[src/rtl/sram_ctrl_pkg.sv]
// sram_ctrl_pkg: shared defaults and request/response types for the 1RW SRAM controller
package sram_ctrl_pkg;
   localparam int ADDR_W_DEF    = 7;
   localparam int DATA_W_DEF    = 46;
   localparam int RSP_DEPTH_DEF = 3;
   typedef struct packed {
      logic                  we;
      logic [ADDR_W_DEF-1:0] addr;
      logic [DATA_W_DEF-1:0] wdata;
   } req_t;
   typedef struct packed {
      logic [DATA_W_DEF-1:0] rdata;
      logic                  is_write;
   } rsp_t;
endpackage

[src/rtl/sram_ctrl_rsp_fifo.sv]
// sram_ctrl_rsp_fifo: circular response FIFO with occupancy count; pop only when valid_o
module sram_ctrl_rsp_fifo
   import sram_ctrl_pkg::*;
#(
   parameter int  DEPTH = RSP_DEPTH_DEF,
   parameter type T     = rsp_t,
   localparam int CW    = $clog2(DEPTH + 1)
) (
   input  logic          clk_i,
   input  logic          rstb_i,
   input  logic          push_i,
   input  T              data_i,
   input  logic          pop_i,
   output logic          valid_o,
   output T              data_o,
   output logic [CW-1:0] count_o
);
   localparam int PW = $clog2(DEPTH);
   T              mem_q [DEPTH];
   logic [PW-1:0] wr_q, rd_q;
   logic [CW-1:0] cnt_q;
   function automatic logic [PW-1:0] nxt(input logic [PW-1:0] p);
      return (p == PW'(DEPTH - 1)) ? '0 : p + 1'b1;
   endfunction
   // pointer and count bookkeeping; the credit rule upstream makes overflow impossible
   always_ff @(posedge clk_i) begin
      if (!rstb_i) begin
         wr_q  <= '0;
         rd_q  <= '0;
         cnt_q <= '0;
      end else begin
         if (push_i && !pop_i) assert (cnt_q != CW'(DEPTH)) else $error("rsp fifo overflow");
         if (push_i) wr_q <= nxt(wr_q);
         if (pop_i) rd_q <= nxt(rd_q);
         cnt_q <= cnt_q + CW'(push_i) - CW'(pop_i);
      end
   end
   // entry storage needs no reset; only the pointers define what is live
   always_ff @(posedge clk_i) if (push_i) mem_q[wr_q] <= data_i;
   assign valid_o = cnt_q != '0;
   assign data_o  = mem_q[rd_q];
   assign count_o = cnt_q;
endmodule

[src/rtl/sram_1rw_ctrl.sv]
// sram_1rw_ctrl: valid/ready front end for a 1RW SRAM macro; SRAM_CTRL_WRITE_RSP_EN adds write acks
module sram_1rw_ctrl
   import sram_ctrl_pkg::*;
#(
   parameter int ADDR_W    = ADDR_W_DEF,
   parameter int DATA_W    = DATA_W_DEF,
   parameter int RSP_DEPTH = RSP_DEPTH_DEF
) (
   input  logic              CE,
   input  logic              RSTB,
   input  logic              req_valid,
   output logic              req_ready,
   input  logic              req_we,
   input  logic [ADDR_W-1:0] req_addr,
   input  logic [DATA_W-1:0] req_wdata,
   output logic              rsp_valid,
   input  logic              rsp_ready,
   output logic [DATA_W-1:0] rsp_rdata,
`ifdef SRAM_CTRL_WRITE_RSP_EN
   output logic              rsp_is_write,
`endif
   output logic [ADDR_W-1:0] sram_a,
   output logic [DATA_W-1:0] sram_i,
   output logic              sram_csb,
   output logic              sram_web,
   output logic              sram_oeb,
   input  logic [DATA_W-1:0] sram_o
);
   localparam int CW = $clog2(RSP_DEPTH + 1);
`ifdef SRAM_CTRL_WRITE_RSP_EN
   typedef struct packed {
      logic [DATA_W-1:0] rdata;
      logic              is_write;
   } ent_t;
   logic pend_we_q;
`else
   typedef struct packed {
      logic [DATA_W-1:0] rdata;
   } ent_t;
`endif
   logic              fire, pend_d, pend_q, ready_d, ready_q, pop;
   logic [ADDR_W-1:0] a_q;
   logic [DATA_W-1:0] i_q;
   logic [CW-1:0]     cnt, cnt_d;
   ent_t              push_ent, pop_ent;
   assign req_ready = ready_q & RSTB;
   assign fire      = req_valid & req_ready;
   assign sram_csb  = ~fire;
   assign sram_web  = ~(fire & req_we);
   assign sram_a    = fire ? req_addr : a_q;
   assign sram_i    = fire ? req_wdata : i_q;
   assign pop       = rsp_valid & rsp_ready;
   assign rsp_rdata = pop_ent.rdata;
`ifdef SRAM_CTRL_WRITE_RSP_EN
   assign pend_d       = fire;
   assign push_ent     = '{rdata: pend_we_q ? '0 : sram_o, is_write: pend_we_q};
   assign sram_oeb     = ~(pend_q & ~pend_we_q);
   assign rsp_is_write = pop_ent.is_write;
   // remembers whether the in-flight slot is a write ack rather than a read
   always_ff @(posedge CE) pend_we_q <= RSTB & req_we;
`else
   assign pend_d   = fire & ~req_we;
   assign push_ent = '{rdata: sram_o};
   assign sram_oeb = ~pend_q;
`endif
   // credit for next cycle counts FIFO entries plus the slot that will be in flight
   always_comb begin
      cnt_d   = cnt + CW'(pend_q) - CW'(pop);
      ready_d = ({1'b0, cnt_d} + (CW + 1)'(pend_d)) < (CW + 1)'(RSP_DEPTH);
   end
   // in-flight slot, registered request credit and pin hold to avoid idle toggling
   always_ff @(posedge CE) begin
      if (!RSTB) begin
         pend_q  <= 1'b0;
         ready_q <= 1'b0;
         a_q     <= '0;
         i_q     <= '0;
      end else begin
         pend_q  <= pend_d;
         ready_q <= ready_d;
         a_q     <= sram_a;
         i_q     <= sram_i;
      end
   end
   sram_ctrl_rsp_fifo #(.DEPTH(RSP_DEPTH), .T(ent_t)) u_fifo (
      .clk_i  (CE),
      .rstb_i (RSTB),
      .push_i (pend_q),
      .data_i (push_ent),
      .pop_i  (pop),
      .valid_o(rsp_valid),
      .data_o (pop_ent),
      .count_o(cnt)
   );
endmodule

[config.mk]
export PLATFORM = sky130hd
export DESIGN_NAME = sram_1rw_ctrl
export DESIGN_NICKNAME = d
export VERILOG_FILES = /design/src/rtl/sram_ctrl_pkg.sv /design/src/rtl/sram_ctrl_rsp_fifo.sv /design/src/rtl/sram_1rw_ctrl.sv
export SDC_FILE = /design/constraint.sdc
export NUM_CORES = 1
export LEC_CHECK = 0
export ABC_CLOCK_PERIOD_IN_PS = 5590
export CORE_ASPECT_RATIO = 0.75
export CORE_UTILIZATION = 49
export DETAILED_ROUTE_END_ITERATION = 12
export GPL_TIMING_DRIVEN = 0
export PLACE_DENSITY = 0.89
export SYNTH_ARGS = -nofsm -noshare
export SYNTH_HDL_FRONTEND = slang
export SYNTH_SLANG_ARGS = --single-unit
[constraint.sdc]
create_clock -name CE -period 5.59 [get_ports CE]
set_input_delay 1.118 -clock CE [delete_from_list [all_inputs] [get_ports CE]]
set_output_delay 1.118 -clock CE [all_outputs]
set_load 0.1 [all_outputs]
==> flow_metrics.py, run 1 <==
metrics = {
    "detailed_routing": {
        "route.detailed.wl_per_inst_um": 16.8,
        "vias_per_cell": 5.13,
        "detail_route.drc_violations": 0,
        "route.vias.total": 5572,
        "routed_wl_um": 18300,
        "dr.pass1.iters": 4,
        "first_iter_violations": 260,
        "detail-route-antenna-nets": 0,
    },
    "cells_and_area": {
        "layout.cells.most_common": "sky130_fd_sc_hd__clkdlybuf4s50_1",
        "instances_no_fill": 1087,
        "n_antenna_cell": 0,
        "post_route_cells_drive_above_1_share_pct": 12.1,
        "nNetsFinal": 972,
        "utilization_pct": 69.9,
        "most-common-layout-cells": "207 x sky130_fd_sc_hd__clkdlybuf4s50_1, 157 x sky130_fd_sc_hd__nand2_1, 138 x sky130_fd_sc_hd__edfxtp_1",
        "area_growth_syn_to_layout_pct": 38.2,
    },
    "sta": {
        "worst_pin_slew_ns": 1.03,
        "grt_setup_unrepaired": "false",
        "worst_hold_slack_ns": 0.456,
        "final-max-slew-violation-count": 0,
        "min_period_ns": 4.85,
        "setup-violations-final": 0,
        "worst_clock_skew_ns": 0.00825,
        "hold_fails_final_rpt": 0,
        "maxClockFrequency_ghz": 0.206,
        "post-route-worst-setup-slack_ns": 0.738,
        "max-slew-margin-rel_pct": 31.1,
        "timing.final.crit_share_pct": 86.8,
    },
    "critical_path": {
        "worstPathCellList": "clkdlybuf4s50_1 -> and2_4 -> nand2_2 -> buf_6 -> buf_12 -> mux2_4 -> clkdlybuf4s50_1",
        "arrival_ns": 3.73,
        "worst_setup_path_start_kind": "primary input",
        "crit_required_ns": 4.47,
        "timing.critical_path.slowest_cell_delay_ns": 1.14,
        "worstSetupPathType": "primary input to output pin",
        "worstPathMaxFanout": 10,
        "critical_path.endpoint_type": "output pin",
        "timing.critical_path.mode_cell": "sky130_fd_sc_hd__clkdlybuf4s50_1",
        "cp.buffers_inverters": 4,
        "worst_path_dominant_cell_family": "buffers and inverters",
        "cp_slowest_cell": "sky130_fd_sc_hd__clkdlybuf4s50_1",
    },
    "floorplan": {
        "floorplan.die.height_um": 114,
        "boundaryPins": 208,
        "die-width_um": 151,
        "floorplan.die_area_um2": 17200,
        "floorplan.rows": 40,
        "core_area_um2": 16100,
        "effective_utilization_at_floorplan_pct": 50.6,
    },
    "logic_synthesis": {
        "synth_seq_area_share_pct": 66.3,
        "mappedNetlistArea_um2": 8150,
        "yosys_warnings": 0,
        "post_synth_num_cell_types": 29,
        "postSynthCellCount": 629,
        "synth-seq-cells": 201,
        "synth.avg_cell_area_um2": 13.0,
        "synth_nets": 736,
    },
    "cts": {
        "h-tree-depth": 1,
        "sink_count_of_the_clock_tree": 201,
        "cts_tree": "built",
        "path_clk_slew_ns": 0.07,
        "clockRootBuffer": "sky130_fd_sc_hd__clkbuf_16",
        "cts_buffer_depth": 3,
        "post_cts.resized_instances": 0,
        "ctsHoldBuffers": 0,
        "post_cts.repair.setup_buffers": 0,
        "clock_insertion_delay_worst_skew_ns": 0.48,
        "cts-buffers-inserted": 20,
    },
    "power_and_ir_drop": {
        "report.power.total_w": 0.00352,
        "power.switching_fraction_pct": 25.5,
        "share_seq_of_total_power_pct": 46.2,
        "net-switching-power_w": 0.000899,
        "power.leakage_nw": 3.94,
        "largest_voltage_drop_on_the_vdd_net_mv": 0.168,
        "pwr_density_cell_nw_per_um2": 313,
        "p_int_w": 0.00262,
        "combPwrFrac_pct": 15.3,
        "clockPowerShare_pct": 38.5,
    },
    "placed_design": {
        "dp_hpwl_um": 13000,
        "gpl.final_weighted_congestion": 0.753,
        "io_buffer_count": 207,
        "placement.setup.worst_slack_ns": 0.742,
        "place_inst": 1053,
    },
    "global_route": {
        "grt_pass1_wl_um": 27900,
        "initial_antenna_violation_count": 0,
        "largest_net_degree_at_the_start_of_global_routing": 27,
        "via_count_of_the_first_global_routing_pass": 5511,
        "global_route.usage.total_pct": 21.0,
        "grt_overflow": 0,
    },
    "run_status": {
        "status": "finished clean",
    },
    "worst_hold_path": {
        "worstHoldPathType": "flop to flop",
    },
    "run": {
        "cap_violations": 0,
    },
}
metrics by stage:
step	instance area, um^2	setup TNS [ns]
final	11300	0
after global routing	11300	0
after CTS	11300	0
after detailed placement	10600	0
after global placement	10500	-31.30
after floorplan	8150	0
layout make-up:
type,count,area [um^2]
plain buffers,38,225
multi-input cells,387,2520
well taps,210,263
flip-flops and latches,201,5410
fillers,1133,4850
repair buffers,214,2170
clock inverters,8,121
inverters,3,11.3
clock buffers,26,544
registers in the layout (all words and copies together), names as in the netlist, named ones only:
name and cells:
ready_q 1, u_fifo.rd_q 2, u_fifo.wr_q 2, pend_q 1
i_q 46, u_fifo.mem_q 138, a_q 7, u_fifo.count_o 2
cell families (layout without fill, tap and decap cells):
logic type	Yosys count	in the layout	share of synthesized area, %
flip-flops	201	201	66.3
AND/OR/NAND/NOR	174	174	8.46
buffers and inverters	41	289	2.90
AO/OA/AOI/OAI	108	108	6.69
XOR/XNOR	1	1	0.107
adder cells (fa/ha/maj)	3	3	0.461
multiplexers	101	101	15.1
power by group through the flow:
stage / clock network [W] / logic [W] / registers, W
after detailed placement: 0 / 0.000538 / 0.00166
after floorplan: 0 / 0.000365 / 0.00166
after CTS: 0.00138 / 0.000540 / 0.00163
after global placement: 0 / 0.000529 / 0.00166
after global routing: 0.00144 / 0.000559 / 0.00163
final: 0.00136 / 0.000539 / 0.00163
worst register-to-register path, delay by kind of cell (launching register included):
| family | cells | cell delay (ns) |
|---|---|---|
| flip-flops | 1 | 0.40 |
| AND/OR/NAND/NOR | 1 | 0.52 |
| buffers and inverters | 4 | 0.65 |
per-layer routing:
layer  GRT usage, %  routed length [um]  up-vias
met5              0                   0        -
met4           6.13                 434        0
met3           3.64                 871       32
met2           34.9                8710      148
met1           28.4                8260     2672
li1               -                   -     2720
synthesized netlist by cell type:
library cell,n,area (um^2)
sky130_fd_sc_hd__a211oi_1,1,7.51
sky130_fd_sc_hd__a21oi_1,56,280
sky130_fd_sc_hd__and2_1,2,12.5
sky130_fd_sc_hd__and2_4,1,8.76
sky130_fd_sc_hd__and3b_1,1,8.76
sky130_fd_sc_hd__buf_12,4,80.1
sky130_fd_sc_hd__buf_2,8,40.0
sky130_fd_sc_hd__buf_6,1,11.3
sky130_fd_sc_hd__clkbuf_1,25,93.8
sky130_fd_sc_hd__dfxtp_1,63,1260
sky130_fd_sc_hd__edfxtp_1,138,4140
sky130_fd_sc_hd__ha_1,3,37.5
sky130_fd_sc_hd__inv_1,3,11.3
sky130_fd_sc_hd__mux2_2,13,146
sky130_fd_sc_hd__mux2_4,40,601
sky130_fd_sc_hd__mux2i_1,48,480
sky130_fd_sc_hd__nand2_1,157,589
sky130_fd_sc_hd__nand2_2,1,6.26
sky130_fd_sc_hd__nand3_1,2,10.0
sky130_fd_sc_hd__nand3b_1,1,7.51
sky130_fd_sc_hd__nor2_1,4,15.0
sky130_fd_sc_hd__nor2b_1,1,6.26
sky130_fd_sc_hd__nor3_1,1,5.00
sky130_fd_sc_hd__o21a_1,1,7.51
sky130_fd_sc_hd__o21ai_0,50,250
sky130_fd_sc_hd__or2_2,1,6.26
sky130_fd_sc_hd__or2b_1,1,7.51
sky130_fd_sc_hd__or3_1,1,6.26
sky130_fd_sc_hd__xnor2_1,1,8.76
path summary, 6_finish.rpt:
kind	slack, ns	end	from	cells after the start
max	0.74	sram_i[22]	RSTB	7
min	0.46	i_q[13]	i_q[13]	2
max reg2reg	3.74	u_fifo.mem_q[0][35]	pend_q	5
min reg2reg	0.46	i_q[13]	i_q[13]	2
Note: power is estimated with default switching activity, not from simulation.
==> inputs of run 2 (changes only) <==
- CORE_UTILIZATION: 49 -> 43
- PLACE_DENSITY: 0.89 -> 0.81
==> run 2 against run 1 <==
Non-clock buffer count down 1. Setup slack better by 0.020 ns. Clock power up 5%. Largest cell class unchanged. Largest power group unchanged.
==> flow_metrics.py, run 2 (synthesis results as in run 1) <==
metrics = {
    "run_status": {
        "status": "finished clean",
    },
    "cells_and_area": {
        "area_growth_syn_to_layout_pct": 39.5,
        "n_antenna_cell": 0,
        "layout.cells.most_common": "sky130_fd_sc_hd__clkdlybuf4s50_1",
        "instances_no_fill": 1126,
        "biggestRegsByFlops": "u_fifo.mem_q (138), i_q (46), a_q (7)",
        "num-fill-cells": 1461,
        "max_reg_flops": 138,
        "utilization_pct": 61.4,
        "nNetsFinal": 972,
        "post_route_cells_drive_above_1_share_pct": 12.7,
        "most-common-layout-cells": "207 x sky130_fd_sc_hd__clkdlybuf4s50_1, 157 x sky130_fd_sc_hd__nand2_1, 138 x sky130_fd_sc_hd__edfxtp_1",
        "largest-register": "u_fifo.mem_q",
    },
    "placed_design": {
        "place_inst": 1089,
        "io_buffer_count": 207,
        "placement.setup.worst_slack_ns": 0.761,
        "gpl.final_weighted_congestion": 0.763,
        "dp_hpwl_um": 12900,
    },
    "cts": {
        "post_cts.repair.setup_buffers": 0,
        "clock_insertion_delay_worst_skew_ns": 0.48,
        "post_cts.resized_instances": 0,
        "clockRootBuffer": "sky130_fd_sc_hd__clkbuf_16",
        "cts-buffers-inserted": 21,
        "path_clk_slew_ns": 0.06,
        "h-tree-depth": 1,
        "ctsHoldBuffers": 0,
        "cts_tree": "built",
        "sink_count_of_the_clock_tree": 201,
        "cts_buffer_depth": 3,
    },
    "sta": {
        "maxClockFrequency_ghz": 0.207,
        "timing.setup.tns_ns": 0,
        "final-max-slew-violation-count": 0,
        "worst_pin_slew_ns": 1.04,
        "worst_clock_skew_ns": 0.00622,
        "grt_setup_unrepaired": "false",
        "max-slew-margin-rel_pct": 30.3,
        "worst_hold_slack_ns": 0.451,
        "post-route-worst-setup-slack_ns": 0.759,
        "timing.final.crit_share_pct": 86.4,
        "min_period_ns": 4.83,
        "setup-violations-final": 0,
        "hold_fails_final_rpt": 0,
    },
    "floorplan": {
        "effective_utilization_at_floorplan_pct": 44.0,
        "boundaryPins": 208,
        "floorplan.rows": 43,
        "core_area_um2": 18500,
        "die-width_um": 161,
        "floorplan.die.height_um": 121,
        "floorplan.die_area_um2": 19500,
    },
    "critical_path": {
        "worst_setup_path_start_kind": "primary input",
        "crit_required_ns": 4.47,
        "worstPathMaxFanout": 10,
        "critical_path.endpoint_type": "output pin",
        "arrival_ns": 3.71,
        "worstSetupPathType": "primary input to output pin",
    },
    "run": {
        "cap_violations": 0,
    },
    "detailed_routing": {
        "routed_wl_um": 18600,
        "detail-route-antenna-nets": 0,
        "first_iter_violations": 311,
        "vias_per_cell": 4.95,
        "detail_route.drc_violations": 0,
        "dr.pass1.iters": 4,
        "route.detailed.wl_per_inst_um": 16.6,
        "route.vias.total": 5573,
    },
    "global_route": {
        "global_route.usage.total_pct": 18.9,
        "largest_net_degree_at_the_start_of_global_routing": 29,
        "grt_overflow": 0,
        "grt_pass1_wl_um": 28700,
        "initial_antenna_violation_count": 0,
        "via_count_of_the_first_global_routing_pass": 5420,
    },
    "power_and_ir_drop": {
        "power.leakage_nw": 3.98,
        "largest_voltage_drop_on_the_vdd_net_mv": 0.236,
        "pwr_density_cell_nw_per_um2": 316,
    },
    "worst_hold_path": {
        "worstHoldPathType": "flop to flop",
    },
}
[run 2: cell count changes in the layout (fill, tap and decap cells not counted), moves of 2 or more]
cell / delta
sky130_fd_sc_hd__buf_8: +2
sky130_fd_sc_hd__buf_6: -3
sky130_fd_sc_hd__clkbuf_8: +2
sky130_fd_sc_hd__clkbuf_1: -4
sky130_fd_sc_hd__clkinv_2: +3
[run 2: metal layers]
layer	track usage (%)	up-vias	share of wire, %
li1	-	2724	-
met1	24.8	2689	45
met2	31.8	130	49
met3	3.69	30	4.6
met4	5.66	0	2.2
met5	0	-	0
[run 2: final timing paths]
check | from | to | slack [ns] | cells past startpoint
worst max-delay path | RSTB | sram_i[5] | 0.76 | 7
worst min-delay path | i_q[44] | i_q[44] | 0.45 | 2
worst min register to register | i_q[44] | i_q[44] | 0.45 | 2
worst max register to register | pend_q | u_fifo.mem_q[0][4] | 3.59 | 4
[run 2: report_power, final]
group	internal (W)	total [W]	switching [W]
Combinational	0.000180	0.000538	0.000358
Sequential	0.00161	0.00163	0.0000112
Clock	0.000884	0.00143	0.000549
Total	0.00268	0.00360	0.000918
[run 2: critical path, stage by stage]
cell and delay (ns):
sky130_fd_sc_hd__clkdlybuf4s50_1 0.63, sky130_fd_sc_hd__and2_4 0.23, sky130_fd_sc_hd__nand2_2 0.06, sky130_fd_sc_hd__buf_6 0.17
sky130_fd_sc_hd__buf_12 0.16, sky130_fd_sc_hd__mux2_4 0.20, sky130_fd_sc_hd__clkdlybuf4s50_1 1.14
[run 2: through the flow]
step / cell area (um^2) / power, W
floorplan: 8150 / 0.00202
global placement: 10500 / 0.00219
detailed placement: 10600 / 0.00220
CTS: 11400 / 0.00364
global route: 11400 / 0.00372
finish: 11400 / 0.00360
[run 2: cell type report]
cell class                      count  area, um^2  area share [%]
Buffer                             38         225            1.98
Clock buffer                       25         582            5.12
Sequential cell                   201        5410            47.6
Timing Repair Buffer              213        2160            19.0
Clock inverter                     12         148            1.30
Multi-Input combinational cell    387        2520            22.2
Tap cell                          247         309            2.72
Inverter                            3        11.3          0.0991
==> inputs of run 3 (changes only) <==
- PLACE_DENSITY: 0.81 -> 0.76
- RECOVER_POWER: unset -> 100
==> run 3 against run 2 <==
The flow now finishes with violations (capacitance limit, slew limit). Final area shrank 1.2%. Sequential power is essentially flat. Fmax shrank 3.8%. Clock power shrank 5%. Setup slack lost 0.19 ns. Non-clock buffer count grew 1. Total power shrank 2.7%. Sequential share of layout area grew 0.56 points. Largest power group unchanged.
==> flow_metrics.py, run 3 (synthesis results as in run 1) <==
metrics = {
    "cts": {
        "cts_buffer_depth": 3,
        "post_cts.repair.setup_buffers": 0,
        "path_clk_slew_ns": 0.06,
        "cts-buffers-inserted": 21,
        "ctsHoldBuffers": 0,
        "clockRootBuffer": "sky130_fd_sc_hd__clkbuf_16",
        "cts_tree": "built",
        "clock_insertion_delay_worst_skew_ns": 0.48,
        "h-tree-depth": 1,
        "post_cts.resized_instances": 0,
        "sink_count_of_the_clock_tree": 201,
    },
    "critical_path": {
        "timing.critical_path.slowest_cell_delay_ns": 1.21,
        "worst_path_dominant_cell_family": "buffers and inverters",
        "crit_required_ns": 4.47,
        "worstPathMaxFanout": 10,
        "worstSetupPathType": "primary input to output pin",
        "timing.critical_path.mode_cell": "sky130_fd_sc_hd__dlygate4sd3_1",
        "arrival_ns": 3.90,
        "worst_setup_path_start_kind": "primary input",
        "cp_slowest_cell": "sky130_fd_sc_hd__dlygate4sd3_1",
        "critical_path.endpoint_type": "output pin",
        "worstPathCellList": "dlygate4sd3_1 -> and2_4 -> nand2_2 -> clkbuf_1 -> mux2_2 -> dlygate4sd3_1",
        "cp.buffers_inverters": 3,
    },
    "power_and_ir_drop": {
        "largest_voltage_drop_on_the_vdd_net_mv": 0.268,
        "power.leakage_nw": 4.08,
        "pwr_density_cell_nw_per_um2": 311,
        "clockPowerShare_pct": 38.9,
        "report.power.total_w": 0.00350,
        "share_seq_of_total_power_pct": 46.4,
        "power.switching_fraction_pct": 26.0,
        "p_int_w": 0.00259,
        "combPwrFrac_pct": 14.7,
        "net-switching-power_w": 0.000909,
    },
    "sta": {
        "worst_hold_slack_ns": 0.454,
        "timing.setup.tns_ns": 0,
        "maxClockFrequency_ghz": 0.199,
        "max-slew-margin-rel_pct": -41.2,
        "worst_pin_slew_ns": 2.11,
        "timing.final.crit_share_pct": 89.8,
        "hold_fails_final_rpt": 0,
        "grt_setup_unrepaired": "false",
        "worst_clock_skew_ns": 0.0125,
        "setup-violations-final": 0,
        "post-route-worst-setup-slack_ns": 0.570,
        "final-max-slew-violation-count": 75,
        "min_period_ns": 5.02,
    },
    "worst_hold_path": {
        "worstHoldPathType": "flop to flop",
    },
    "cells_and_area": {
        "biggestRegsByFlops": "u_fifo.mem_q (138), i_q (46), a_q (7)",
        "max_reg_flops": 138,
        "layout.cells.most_common": "sky130_fd_sc_hd__nand2_1",
        "post_route_cells_drive_above_1_share_pct": 11.6,
        "instances_no_fill": 1128,
        "most-common-layout-cells": "157 x sky130_fd_sc_hd__nand2_1, 153 x sky130_fd_sc_hd__dlygate4sd3_1, 138 x sky130_fd_sc_hd__edfxtp_1",
        "nNetsFinal": 973,
        "largest-register": "u_fifo.mem_q",
        "area_growth_syn_to_layout_pct": 37.9,
    },
    "placed_design": {
        "gpl.final_weighted_congestion": 0.710,
        "place_inst": 1090,
        "placement.setup.worst_slack_ns": 0.778,
        "io_buffer_count": 207,
        "dp_hpwl_um": 12500,
    },
    "floorplan": {
        "die-width_um": 161,
        "floorplan.die.height_um": 121,
        "floorplan.die_area_um2": 19500,
        "floorplan.rows": 43,
        "boundaryPins": 208,
        "core_area_um2": 18500,
        "effective_utilization_at_floorplan_pct": 44.0,
    },
    "detailed_routing": {
        "dr.pass1.iters": 4,
        "detail-route-antenna-nets": 0,
        "first_iter_violations": 282,
        "vias_per_cell": 4.88,
        "detail_route.drc_violations": 0,
        "route.detailed.wl_per_inst_um": 16.0,
        "route.vias.total": 5504,
        "routed_wl_um": 18100,
    },
    "run_status": {
        "status": "finished, violations left",
        "violations": "capacitance limit, slew limit",
    },
    "global_route": {
        "largest_net_degree_at_the_start_of_global_routing": 26,
        "grt_overflow": 0,
        "initial_antenna_violation_count": 2,
        "via_count_of_the_first_global_routing_pass": 5212,
        "global_route.usage.total_pct": 18.1,
        "grt_pass1_wl_um": 27600,
    },
    "run": {
        "cap_violations": 3,
    },
}
-- run 3: cell count changes in the layout (fill, tap and decap cells not counted), sizes merged --
| cell | previous run | this run |
|---|---|---|
| diode | 0 | 1 |
| dlygate4sd3 | 0 | 153 |
| clkinvlp | 1 | 2 |
| bufinv | 3 | 2 |
| inv | 4 | 3 |
| clkbuf | 50 | 60 |
| buf | 19 | 11 |
| clkdlybuf4s50 | 207 | 54 |
-- run 3: layout make-up --
type | count | area [um^2]
fillers | 1540 | 7270
flip-flops and latches | 201 | 5410
multi-input cells | 387 | 2510
repair buffers | 214 | 2100
clock buffers | 26 | 572
well taps | 247 | 309
plain buffers | 38 | 223
clock inverters | 11 | 106
inverters | 3 | 11.3
diodes | 1 | 2.50
-- run 3: final timing paths --
path,end,cells after the start,slack [ns],start
max reg2reg,u_fifo.mem_q[2][33],3,1.95,pend_q
min reg2reg,i_q[4],2,0.45,i_q[4]
max,sram_i[39],6,0.57,RSTB
min,i_q[4],2,0.45,i_q[4]
-- run 3: stage by stage --
step | util, % | cell area [um^2]
2_1_floorplan | - | 8150
3_3_place_gp | 56.9 | 10500
3_5_place_dp | 57.5 | 10600
4_1_cts | 61.2 | 11300
5_1_grt | 60.7 | 11200
6_report | 60.7 | 11200
-- run 3: worst reg2reg max path, delay by kind of cell, from the launching register on --
kind          cells  cell delay, ns
buf+inv           1            1.20
simple gates      2            1.63
flops             1            0.40
-- run 3: power by group through the flow --
| stage | sequential [W] | clock, W | combinational, W |
|---|---|---|---|
| floorplan | 0.00166 | 0 | 0.000365 |
| CTS | 0.00163 | 0.00139 | 0.000540 |
| finish | 0.00163 | 0.00136 | 0.000514 |
| global placement | 0.00166 | 0 | 0.000531 |
| global route | 0.00163 | 0.00145 | 0.000536 |
| detailed placement | 0.00166 | 0 | 0.000538 |
-- run 3: per-layer routing --
metal | part of all wire (%) | wire [um] | GRT usage [%] | vias to the layer above
met5 | 0.072 | 13 | 0 | -
met4 | 1.6 | 291 | 4.30 | 2
met3 | 5.6 | 1010 | 4.03 | 25
met2 | 45 | 8210 | 28.6 | 148
met1 | 47 | 8540 | 25.3 | 2610
li1 | - | - | - | 2719
